### config.mk
export PLATFORM = sky130hd
export DESIGN_NAME = dct_rowbuf_pp
export DESIGN_NICKNAME = d
export VERILOG_FILES = /design/src/rtl/dct_rowbuf_pp.sv
export SDC_FILE = /design/constraint.sdc
export NUM_CORES = 1
export LEC_CHECK = 0
export ABC_CLOCK_PERIOD_IN_PS = 1700
export BUFFER_PORTS_ARGS = -buffer_cell sky130_fd_sc_hd__buf_2
export CORE_AREA = 5 5 135 137
export DETAILED_ROUTE_END_ITERATION = 8
export DIE_AREA = 0 0 140 142
export PLACE_DENSITY = 0.59
export SKIP_CTS_REPAIR_TIMING = 1
export SLEW_MARGIN = 20
export SYNTH_ARGS = -nofsm -noshare
export SYNTH_HDL_FRONTEND = slang
export SYNTH_SLANG_ARGS = --single-unit
### constraint.sdc
create_clock -name clk -period 1.7 [get_ports clk]
set_input_delay 0.085 -clock clk [delete_from_list [all_inputs] [get_ports clk]]
set_output_delay 0.085 -clock clk [all_outputs]
set_load 0.005 [all_outputs]
### src/rtl/dct_rowbuf_pp.sv
// dct_rowbuf_pp
// Row buffer between the CX multiply-accumulate stage and the transpose stage.
// Words arrive one per cycle into staging slots 0..NUM_ENT-2; a write to the
// last slot commits the staged words plus that last word to the held parallel
// output qr in a single cycle, under a valid/ready handshake. Data is stored
// bit-exact with no arithmetic.
//
// Ports
//   clk        rising-edge clock
//   rst_n      asynchronous active-low reset
//   enreg      write strobe for din
//   wa         write slot (used when AUTO_ADDR == 0)
//   din        write data
//   wr_ready   combinational: a last-slot write would be accepted this cycle
//   qr         committed row, entry k at qr[k*WIDTH +: WIDTH]
//   row_valid  qr holds an unconsumed row
//   row_ready  downstream consumes the row
//   wcnt       internal write counter (AUTO_ADDR == 1), otherwise 0
//   ovf        sticky: a last-slot write was dropped
//   row_err    sticky: a row was committed with missing staged entries
//   clr_err    synchronous clear of ovf and row_err (wins over a same-cycle set)

module dct_rowbuf_pp #(
    parameter int unsigned WIDTH     = 11,
    parameter int unsigned NUM_ENT   = 8,
    parameter int unsigned ADDR_W    = 3,
    parameter int unsigned AUTO_ADDR = 0
) (
    input  logic                       clk,
    input  logic                       rst_n,
    input  logic                       enreg,
    input  logic [ADDR_W-1:0]          wa,
    input  logic [WIDTH-1:0]           din,
    output logic                       wr_ready,
    output logic [NUM_ENT*WIDTH-1:0]   qr,
    output logic                       row_valid,
    input  logic                       row_ready,
    output logic [ADDR_W-1:0]          wcnt,
    output logic                       ovf,
    output logic                       row_err,
    input  logic                       clr_err
);

    localparam int unsigned LAST      = NUM_ENT - 1;
    localparam int unsigned ROW_W     = NUM_ENT * WIDTH;
    localparam logic [ADDR_W-1:0] LAST_SLOT = ADDR_W'(LAST);

    // Staging for all but the last entry; the last entry comes straight from din.
    logic [WIDTH-1:0]  stg_q [LAST];
    logic [LAST-1:0]   mask_q;
    logic [ROW_W-1:0]  qr_q;
    logic              row_valid_q;
    logic [ADDR_W-1:0] wcnt_q;
    logic              ovf_q;
    logic              row_err_q;

    logic [ADDR_W-1:0] slot_c;
    logic              wr_ready_c;
    logic              mid_we_c;
    logic              last_we_c;
    logic              commit_c;
    logic              drop_c;
    logic              consume_c;
    logic              row_full_c;

    // Write decode: slots at or beyond NUM_ENT match neither term and are ignored.
    always_comb begin
        slot_c     = (AUTO_ADDR != 0) ? wcnt_q : wa;
        wr_ready_c = ~row_valid_q | row_ready;
        mid_we_c   = enreg & (slot_c < LAST_SLOT);
        last_we_c  = enreg & (slot_c == LAST_SLOT);
        commit_c   = last_we_c & wr_ready_c;
        drop_c     = last_we_c & ~wr_ready_c;
        consume_c  = row_valid_q & row_ready;
        row_full_c = &mask_q;
    end

    // Staging registers and written-mask; staging ignores output backpressure.
    always_ff @(posedge clk or negedge rst_n) begin
        if (!rst_n) begin
            for (int k = 0; k < int'(LAST); k++) begin
                stg_q[k] <= '0;
            end
            mask_q <= '0;
        end else begin
            for (int k = 0; k < int'(LAST); k++) begin
                if (mid_we_c && (slot_c == ADDR_W'(k))) begin
                    stg_q[k]  <= din;
                    mask_q[k] <= 1'b1;
                end
            end
            if (commit_c) begin
                mask_q <= '0;
            end
        end
    end

    // Output row: commit wins over consume so a same-cycle pair keeps row_valid high.
    always_ff @(posedge clk or negedge rst_n) begin
        if (!rst_n) begin
            qr_q        <= '0;
            row_valid_q <= 1'b0;
        end else if (commit_c) begin
            for (int k = 0; k < int'(LAST); k++) begin
                qr_q[k*WIDTH +: WIDTH] <= stg_q[k];
            end
            qr_q[LAST*WIDTH +: WIDTH] <= din;
            row_valid_q               <= 1'b1;
        end else if (consume_c) begin
            row_valid_q <= 1'b0;
        end
    end

    // Internal write counter; a dropped last-slot write leaves it on the last slot.
    always_ff @(posedge clk or negedge rst_n) begin
        if (!rst_n) begin
            wcnt_q <= '0;
        end else if (AUTO_ADDR != 0) begin
            if (commit_c) begin
                wcnt_q <= '0;
            end else if (mid_we_c) begin
                wcnt_q <= wcnt_q + ADDR_W'(1);
            end
        end
    end

    // Sticky error flags.
    always_ff @(posedge clk or negedge rst_n) begin
        if (!rst_n) begin
            ovf_q     <= 1'b0;
            row_err_q <= 1'b0;
        end else if (clr_err) begin
            ovf_q     <= 1'b0;
            row_err_q <= 1'b0;
        end else begin
            if (drop_c) begin
                ovf_q <= 1'b1;
            end
            if (commit_c && !row_full_c) begin
                row_err_q <= 1'b1;
            end
        end
    end

    assign wr_ready  = wr_ready_c;
    assign qr        = qr_q;
    assign row_valid = row_valid_q;
    assign wcnt      = wcnt_q;
    assign ovf       = ovf_q;
    assign row_err   = row_err_q;

endmodule

==> out/results.txt, run 1 <==
Final Power = 12.1 mW
Starting Density = 0.389
Hold WS = 0.0153 ns
port bufs = 110
gpl congestion = 0.701
top-area cell type share of the netlist area = 0.664
final period utilization = 0.945
die width = 140 um
Hold Path Sink = row_valid$_DFFE_PN0P_
drt pass-1 iters = 4
first-pass GRT wire length = 22.7 mm
Tmin final = 1.61 ns
fin area = 8070 sq um
worst reg2reg path depth = 4
Rows = 48
number of global-route vias before repair = 3889
Placement Setup Slack = 0.0988 ns
r2r setup slk = 0.09 ns
Synth Register Bits = 175
Vias/cell = 4.82
unrepaired setup endpoints after global routing = false
nets = 535
clk slew on worst S/H paths = 0.06 ns
layout cells sized above 1 = 0.550
ys async rst share = 1.00
PwrDens = 1500 nW/um^2
clock share of power = 0.326
Worst setup EP type = flip-flop
critical path arrival = 1.91 ns
global route overflow = 0
EDFF count, synth = 0
Synth area leader = dfrtp_1
Max-Cap Viols = 0
P_int = 9.08 mW
initial antenna violation count = 1
cell depth of the worst hold path = 3
Post-Synthesis Cells = 393
sequential power share = 0.492
net switching power = 3.01 mW
largest net degree at the start of global routing = 58
final hold viol count = 0
final-report max-slew violation count = 0
status = finished clean
worst skew pair latency = 0.42 ns
Mapped Avg Cell Area = 16.8 sq um
Setup CP Type = reg -> reg
Synth cell types = 19
Vias = 3638
peak supply drop = 0.000714 V
actual slew at the worst max-slew pin = 0.575 ns
largest cells by area after synthesis = dfrtp_1 66%, mux2_2 23%, mux2_1 5.5%
full die area = 19900 sq um
Fmax = 0.623 GHz
cell area after synthesis = 6600 sq um
Setup Skew = 0.00671 ns
Clock Sinks = 175
top cells by instance count after synthesis = 175 x dfrtp_1, 133 x mux2_2, 32 x mux2_1
Min-Delay Startpoint = row_ready
Synth Warn # = 3
DR WL/cell = 19.0 um
Req. time, crit path = 2.00 ns
final setup vio count = 0
Post-DP Area = 7440 sq um
CTS tree = done
HP Class = in -> reg
crit-path max FO = 57
H-Tree Depth = 4
Num CTS Buffers = 17
Rel. slew slack = 0.617
Clock Path Buffers = 2
Sw Ratio = 0.249
CP startpoint kind = flip-flop
number of remaining DRC errors = 0
WL final = 14.3 mm
Starting DRT DRC Count = 138
post-synthesis sequential area ratio = 0.664
Root Buffer = clkbuf_16
Leak = 3.76 nW
most common cell in the synthesized netlist = dfrtp_1
area added between synthesis and finish = 22.4%
# fillers = 1555
Critical R2R Capture = qr[4]$_DFFE_PN0P_
FF-to-FF Start = row_valid$_DFFE_PN0P_
final worst setup slack = 0.0939 ns
antenna-violating nets left = 0
Final TNS setup = 0 ns
GRT Total Usage = 0.151
CORE AREA = 16900 sq um
Comb pwr share = 0.182
I/O pin total = 114
dpl hpwl = 9.36 mm
Die Ht = 142 um
top_reg_cell synth = dfrtp_1
==> layer usage <==
metal / track usage / routed length [um] / vias to the layer above
met5: 0 / 7 / -
met4: 0.0535 / 215 / 2
met3: 0.0433 / 662 / 19
met2: 0.241 / 6850 / 78
met1: 0.199 / 6590 / 1909
li1: - / - / 1630
==> worst max path at each step <==
| stage | startpoint | endpoint | slack (ns) | cells past startpoint |
|---|---|---|---|---|
| CTS | row_valid$_DFFE_PN0P_ | qr[58]$_DFFE_PN0P_ | 0.09 | 4 |
| global placement | row_valid$_DFFE_PN0P_ | qr[42]$_DFFE_PN0P_ | 0.18 | 4 |
| detailed placement | row_valid$_DFFE_PN0P_ | qr[58]$_DFFE_PN0P_ | 0.1 | 4 |
| global route | row_valid$_DFFE_PN0P_ | qr[36]$_DFFE_PN0P_ | 0.02 | 4 |
| finish | row_valid$_DFFE_PN0P_ | qr[4]$_DFFE_PN0P_ | 0.09 | 4 |
| floorplan | row_valid$_DFFE_PN0P_ | qr[55]$_DFFE_PN0P_ | 0.20 | 6 |
==> cell usage in the layout, fill, tap and decap left out, drive strengths merged, types with 3 or more instances in the layout <==
cell	synthesis	layout
mux2	165	165
clkinv	0	4
and4bb	3	3
clkbuf	0	24
dfrtp	175	175
nand4b	4	4
buf	21	121
nor2	9	9
a21oi	3	3
conb	1	3
inv	4	5
==> final cells by class <==
| type | count | area, sq um | area share |
|---|---|---|---|
| Tap cell | 225 | 282 | 0.0349 |
| Timing Repair Buffer | 123 | 722 | 0.0894 |
| Sequential cell | 175 | 4380 | 0.542 |
| Antenna cell | 1 | 2.50 | 0.000310 |
| Clock buffer | 24 | 512 | 0.0634 |
| Clock inverter | 8 | 100 | 0.0124 |
| Inverter | 4 | 15.0 | 0.00186 |
| Multi-Input combinational cell | 195 | 2060 | 0.255 |
==> metrics by stage <==
step | utilization | cells
finish | 0.477 | 755
global route | 0.477 | 754
CTS | 0.475 | 752
detailed placement | 0.439 | 720
global placement | 0.439 | 720
floorplan | - | 395
==> flip-flops by register name (all words and copies together) (netlist names) <==
register and count:
qr 88, stg_q 77, mask_q 7, ovf 1
row_err 1, row_valid 1
==> cell families after synthesis <==
group,Yosys count,synth area share
mux,165,0.282
compound gates,5,0.00512
buf+inv,25,0.0260
other cells,1,0.000568
flops,175,0.664
simple gates,22,0.0228
==> power groups by stage <==
stage	clock network, mW	logic (mW)	registers (mW)
final	3.94	2.20	5.94
after global routing	4.24	2.45	6.10
after CTS	4.06	2.27	5.97
after detailed placement	0	2.26	6.03
after global placement	0	2.18	6.00
after floorplan	0	1.05	5.96
==> worst max-delay path: stages (launching register included) <==
cell and delay [ns]:
dfrtp_1 0.40, nand2b_1 0.14, nor2b_4 0.23, buf_12 0.31, mux2_2 0.39
No activity file was read; power rests on OpenSTA's default activity.
==> inputs of run 2 (changes only) <==
- CTS_BUF_LIST: unset -> sky130_fd_sc_hd__clkbuf_4 sky130_fd_sc_hd__clkbuf_8
==> out/results.txt, run 2 (synthesized netlist as in run 1, its figures left out) <==
status = complete, but fails checks (was finished clean)
failing checks = hold timing
global routing usage on met3 = 0.0393 (was 0.0433)
layout cells sized above 1 = 0.554 (was 0.550)
Hold WS = -0.0118 ns (was 0.0153 ns)
number of remaining DRC errors = 0 (unchanged)
sequential power share = 0.534 (was 0.492)
nets = 535 (unchanged)
Setup Skew = 0.00909 ns (was 0.00671 ns)
Tmin final = 1.62 ns (was 1.61 ns)
final setup vio count = 0 (unchanged)
number of global-route vias before repair = 3892 (was 3889)
net switching power = 2.87 mW (was 3.01 mW)
initial antenna violation count = 1 (unchanged)
# fillers = 1570 (was 1555)
GRT Max-Usage Layer = met2 (unchanged)
die width = 140 um (unchanged)
PwrDens = 1410 nW/um^2 (was 1500 nW/um^2)
drt pass-1 iters = 4 (unchanged)
Sw Ratio = 0.258 (was 0.249)
I/O pin total = 114 (unchanged)
Vias/cell = 4.79 (was 4.82)
clk slew on worst S/H paths = 0.08 ns (was 0.06 ns)
Max-Cap Viols = 0 (unchanged)
critical path arrival = 1.96 ns (was 1.91 ns)
max FFs per register = 88 (unchanged)
Fmax = 0.616 GHz (was 0.623 GHz)
most common cell after layout, fill and taps aside = dfrtp_1 (unchanged)
full die area = 19900 sq um (unchanged)
Comb pwr share = 0.198 (was 0.182)
clock share of power = 0.268 (was 0.326)
Slowest cell on crit path = dfrtp_1 (unchanged)
global route overflow = 0 (unchanged)
final hold viol count = 1 (was 0)
Antenna Cells = 0 (was 1)
crit-path max FO = 57 (unchanged)
first-pass GRT wire length = 22.4 mm (was 22.7 mm)
worst skew pair latency = 0.44 ns (was 0.42 ns)
Rows = 48 (unchanged)
H-Tree Depth = 4 (unchanged)
largest net degree at the start of global routing = 58 (unchanged)
Root Buffer = clkbuf_8 (was clkbuf_16)
port bufs = 110 (unchanged)
final period utilization = 0.955 (was 0.945)
Worst setup EP type = flip-flop (unchanged)
antenna-violating nets left = 0 (unchanged)
cells along the critical path = nand2b_1, nor2b_4, buf_12, mux2_2 (unchanged)
Num CTS Buffers = 17 (unchanged)
CORE AREA = 16900 sq um (unchanged)
Req. time, crit path = 2.03 ns (was 2.00 ns)
P_int = 8.24 mW (was 9.08 mW)
Die Ht = 142 um (unchanged)
Clock Sinks = 175 (unchanged)
WL final = 14.2 mm (was 14.3 mm)
Final Power = 11.1 mW (was 12.1 mW)
CP peak stage delay = 0.41 ns (was 0.40 ns)
Rel. slew slack = 0.626 (was 0.617)
Reg area = 4380 sq um (unchanged)
CTS tree = done (unchanged)
DR WL/cell = 18.8 um (was 19.0 um)
Core Util, Final = 0.466 (was 0.477)
actual slew at the worst max-slew pin = 0.562 ns (was 0.575 ns)
gpl congestion = 0.701 (unchanged)
GR Util met2 = 0.237 (was 0.241)
Starting Density = 0.389 (unchanged)
peak supply drop = 0.000557 V (was 0.000714 V)
unrepaired setup endpoints after global routing = false (unchanged)
Setup CP Type = reg -> reg (unchanged)
Starting DRT DRC Count = 143 (was 138)
Vias = 3611 (was 3638)
dpl hpwl = 9.36 mm (unchanged)
final-report max-slew violation count = 0 (unchanged)
GRT Total Usage = 0.148 (was 0.151)
CP startpoint kind = flip-flop (unchanged)
Leak = 3.68 nW (was 3.76 nW)
Final TNS setup = 0 ns (unchanged)
area added between synthesis and finish = 19.6% (was 22.4%)
commonest non-fill, non-tap cells in the layout = 175 x dfrtp_1, 133 x mux2_2, 109 x buf_2 (unchanged)
M1 GR Usage = 0.197 (was 0.199)
footprint of the multi-input gates = 2060 sq um (about the same)
HP Class = in -> reg (unchanged)
Clock Path Buffers = 2 (unchanged)
==> run 2: cell types whose count changed in the layout (fill, tap and decap cells not counted) <==
| cell | delta |
|---|---|
| clkbuf_4 | +1 |
| mux2_4 | +1 |
| clkbuf_16 | -17 |
| clkbuf_1 | -1 |
| mux2_1 | -1 |
| clkbuf_8 | +17 |
| diode_2 | -1 |
==> run 2: metrics by stage <==
stage / std cells / setup WS, ns / area [sq um]
4_1_cts: 752 / 0.0809 / 7860
5_1_grt: 754 / 0.00420 / 7890
3_5_place_dp: 720 / 0.0988 / 7440
6_report: 754 / 0.0762 / 7890
2_1_floorplan: 395 / 0.198 / 6600
3_3_place_gp: 720 / 0.185 / 7440
==> run 2: power groups by stage <==
stage	clock [mW]	sequential, mW	combinational [mW]
after floorplan	0	5.96	1.05
after global placement	0	6.00	2.18
after detailed placement	0	6.03	2.26
after CTS	3.08	5.95	2.26
after global routing	3.25	6.09	2.45
final	2.97	5.93	2.20
==> run 2: cell type report <==
cell class	count	area share
well taps	225	0.0357
multi-input cells	195	0.262
inverters	4	0.00190
flip-flops and latches	175	0.555
clock inverters	8	0.0127
repair buffers	123	0.0915
clock buffers	24	0.0411
==> run 2: final timing paths <==
| kind | endpoint | depth (start not counted) | start | slack, ns |
|---|---|---|---|---|
| worst max-delay path | qr[5]$_DFFE_PN0P_ | 4 | row_valid$_DFFE_PN0P_ | 0.08 |
| worst min-delay path | row_valid$_DFFE_PN0P_ | 3 | row_ready | -0.01 |
| worst max register to register | qr[5]$_DFFE_PN0P_ | 4 | row_valid$_DFFE_PN0P_ | 0.08 |
| worst min register to register | qr[56]$_DFFE_PN0P_ | 1 | qr[56]$_DFFE_PN0P_ | 0.48 |
| max in group asynchronous | qr[70]$_DFFE_PN0P_ | 3 | rst_n | 0.87 |
| min in group asynchronous | qr[81]$_DFFE_PN0P_ | 2 | rst_n | 0.18 |
==> run 2: critical path: cells and delay by family (launching register included) <==
kind	cells	cell delay, ns
buf+inv	1	0.30
flops	1	0.41
mux	1	0.38
simple gates	2	0.37
==> run 2: layer usage <==
metal,wire [um],part of all wire
met5,7,0.00049
met4,203,0.014
met3,640,0.045
met2,6730,0.47
met1,6610,0.47
==> inputs of run 3 (changes only) <==
- GPL_TIMING_DRIVEN: unset -> 0
==> out/results.txt, run 3 (synthesized netlist as in run 1, its figures left out) <==
peak supply drop = 0.000547 V (was 0.000557 V)
crit-path max FO = 10 (was 57)
Root Buffer = clkbuf_8 (unchanged)
PwrDens = 1400 nW/um^2 (was 1410 nW/um^2)
Clock Sinks = 175 (unchanged)
Fmax = 0.604 GHz (was 0.616 GHz)
HP Class = in -> reg (unchanged)
clk slew on worst S/H paths = 0.09 ns (was 0.08 ns)
Tmin final = 1.66 ns (was 1.62 ns)
global route overflow = 0 (unchanged)
I/O pin total = 114 (unchanged)
Starting DRT DRC Count = 96 (was 143)
dpl hpwl = 9.82 mm (was 9.36 mm)
gpl congestion = 0.722 (was 0.701)
first-pass GRT wire length = 22.7 mm (was 22.4 mm)
final setup vio count = 0 (unchanged)
drt pass-1 iters = 4 (unchanged)
Antenna Cells = 0 (unchanged)
CP peak stage delay = 0.39 ns (was 0.41 ns)
commonest non-fill, non-tap cells in the layout = 175 x dfrtp_1, 133 x mux2_2, 116 x buf_2 (was 175 x dfrtp_1, 133 x mux2_2, 109 x buf_2)
Worst setup EP type = flip-flop (unchanged)
CP startpoint kind = flip-flop (unchanged)
final period utilization = 0.974 (was 0.955)
unrepaired setup endpoints after global routing = true (was false)
Final Power = 11.2 mW (was 11.1 mW)
worst reg2reg path depth = 6 (was 4)
number of global-route vias before repair = 3994 (was 3892)
number of remaining DRC errors = 0 (unchanged)
nets = 549 (was 535)
most common cell after layout, fill and taps aside = dfrtp_1 (unchanged)
WP depth = 6 (was 4)
worst skew pair latency = 0.44 ns (about the same)
layout cells sized above 1 = 0.558 (was 0.554)
CTS tree = done (unchanged)
CORE AREA = 16900 sq um (unchanged)
antenna-violating nets left = 0 (unchanged)
# fillers = 1562 (was 1570)
port bufs = 110 (unchanged)
area added between synthesis and finish = 20.6% (was 19.6%)
DR WL/cell = 18.8 um (about the same)
Clock Path Buffers = 2 (unchanged)
critical path arrival = 1.98 ns (was 1.96 ns)
cells along the critical path = nand2b_1, nor2b_1, clkbuf_4, buf_8, buf_6, mux2_1 (was nand2b_1, nor2b_4, buf_12, mux2_2)
WL final = 14.5 mm (was 14.2 mm)
status = finished clean (was complete, but fails checks)
cell depth of the worst hold path = 2 (was 3)
Setup CP Type = reg -> reg (unchanged)
Req. time, crit path = 2.02 ns (was 2.03 ns)
Leak = 3.74 nW (was 3.68 nW)
full die area = 19900 sq um (unchanged)
Final TNS setup = 0 ns (unchanged)
Vias/cell = 4.77 (was 4.79)
Setup Skew = 0.00988 ns (was 0.00909 ns)
GRT Total Usage = 0.152 (was 0.148)
Num CTS Buffers = 17 (unchanged)
final-report max-slew violation count = 0 (unchanged)
largest net degree at the start of global routing = 100 (was 58)
final hold viol count = 0 (was 1)
Rel. slew slack = 0.511 (was 0.626)
Die Ht = 142 um (unchanged)
Top delay family on crit path = buffers and inverters (was flip-flops)
H-Tree Depth = 4 (unchanged)
Rows = 48 (unchanged)
die width = 140 um (unchanged)
critical path buffer and inverter count = 3 (was 1)
Vias = 3665 (was 3611)
initial antenna violation count = 1 (unchanged)
max FFs per register = 88 (unchanged)
Starting Density = 0.389 (unchanged)
Slowest cell on crit path = dfrtp_1 (unchanged)
actual slew at the worst max-slew pin = 0.733 ns (was 0.562 ns)
Max-Cap Viols = 0 (unchanged)
==> run 3: cell count changes in the layout (fill, tap and decap cells not counted), moves of 2 or more <==
cell	previous run	this run
buf_12	5	0
buf_2	109	116
buf_4	6	9
buf_6	1	4
buf_8	0	2
clkbuf_4	1	4
clkbuf_8	23	20
dlygate4sd3_1	2	4
==> run 3: where the power goes <==
part,switching [mW],internal (mW)
clock network,1.41,1.62
logic,0.882,1.34
registers,0.580,5.33
==> run 3: worst paths after layout <==
check                                            from            endpoint  slack [ns]
worst max-delay path            row_valid$_DFFE_PN0P_  qr[59]$_DFFE_PN0P_        0.04
worst min-delay path                           din[0]  qr[77]$_DFFE_PN0P_        0.03
worst max register to register  row_valid$_DFFE_PN0P_  qr[59]$_DFFE_PN0P_        0.04
worst min register to register     qr[64]$_DFFE_PN0P_  qr[64]$_DFFE_PN0P_        0.49
max in group asynchronous                       rst_n  qr[42]$_DFFE_PN0P_        0.60
min in group asynchronous                       rst_n   qr[2]$_DFFE_PN0P_        0.28
==> run 3: area by class of cell <==
type | count | area, sq um | share of cell area
buffer | 21 | 163 | 0.0204
clock buffer | 23 | 298 | 0.0374
clock inverter | 9 | 133 | 0.0167
inverter | 4 | 15.0 | 0.00189
multi-input combinational | 195 | 2050 | 0.258
sequential | 175 | 4380 | 0.550
tap | 225 | 282 | 0.0354
timing repair buffer | 116 | 636 | 0.0799
==> run 3: layer usage <==
layer / part of all wire / track usage / vias to the layer above
met5: 0 / 0 / -
met2: 0.49 / 0.241 / 82
li1: - / - / 1652
met3: 0.049 / 0.0507 / 8
met4: 0.011 / 0.0454 / 0
met1: 0.45 / 0.200 / 1923
==> run 3: per-stage QoR <==
step | hold slack (ns) | utilization | cell area [sq um] | setup slack, ns | cells
floorplan | -0.211 | - | 6600 | 0.198 | 395
global placement | 0.373 | 0.439 | 7440 | -2.05 | 730
detailed placement | 0.176 | 0.441 | 7470 | -0.0717 | 731
CTS | -0.328 | 0.467 | 7900 | -0.0806 | 763
global route | 0.00535 | 0.470 | 7960 | -0.0322 | 768
finish | 0.0291 | 0.470 | 7960 | 0.0447 | 768
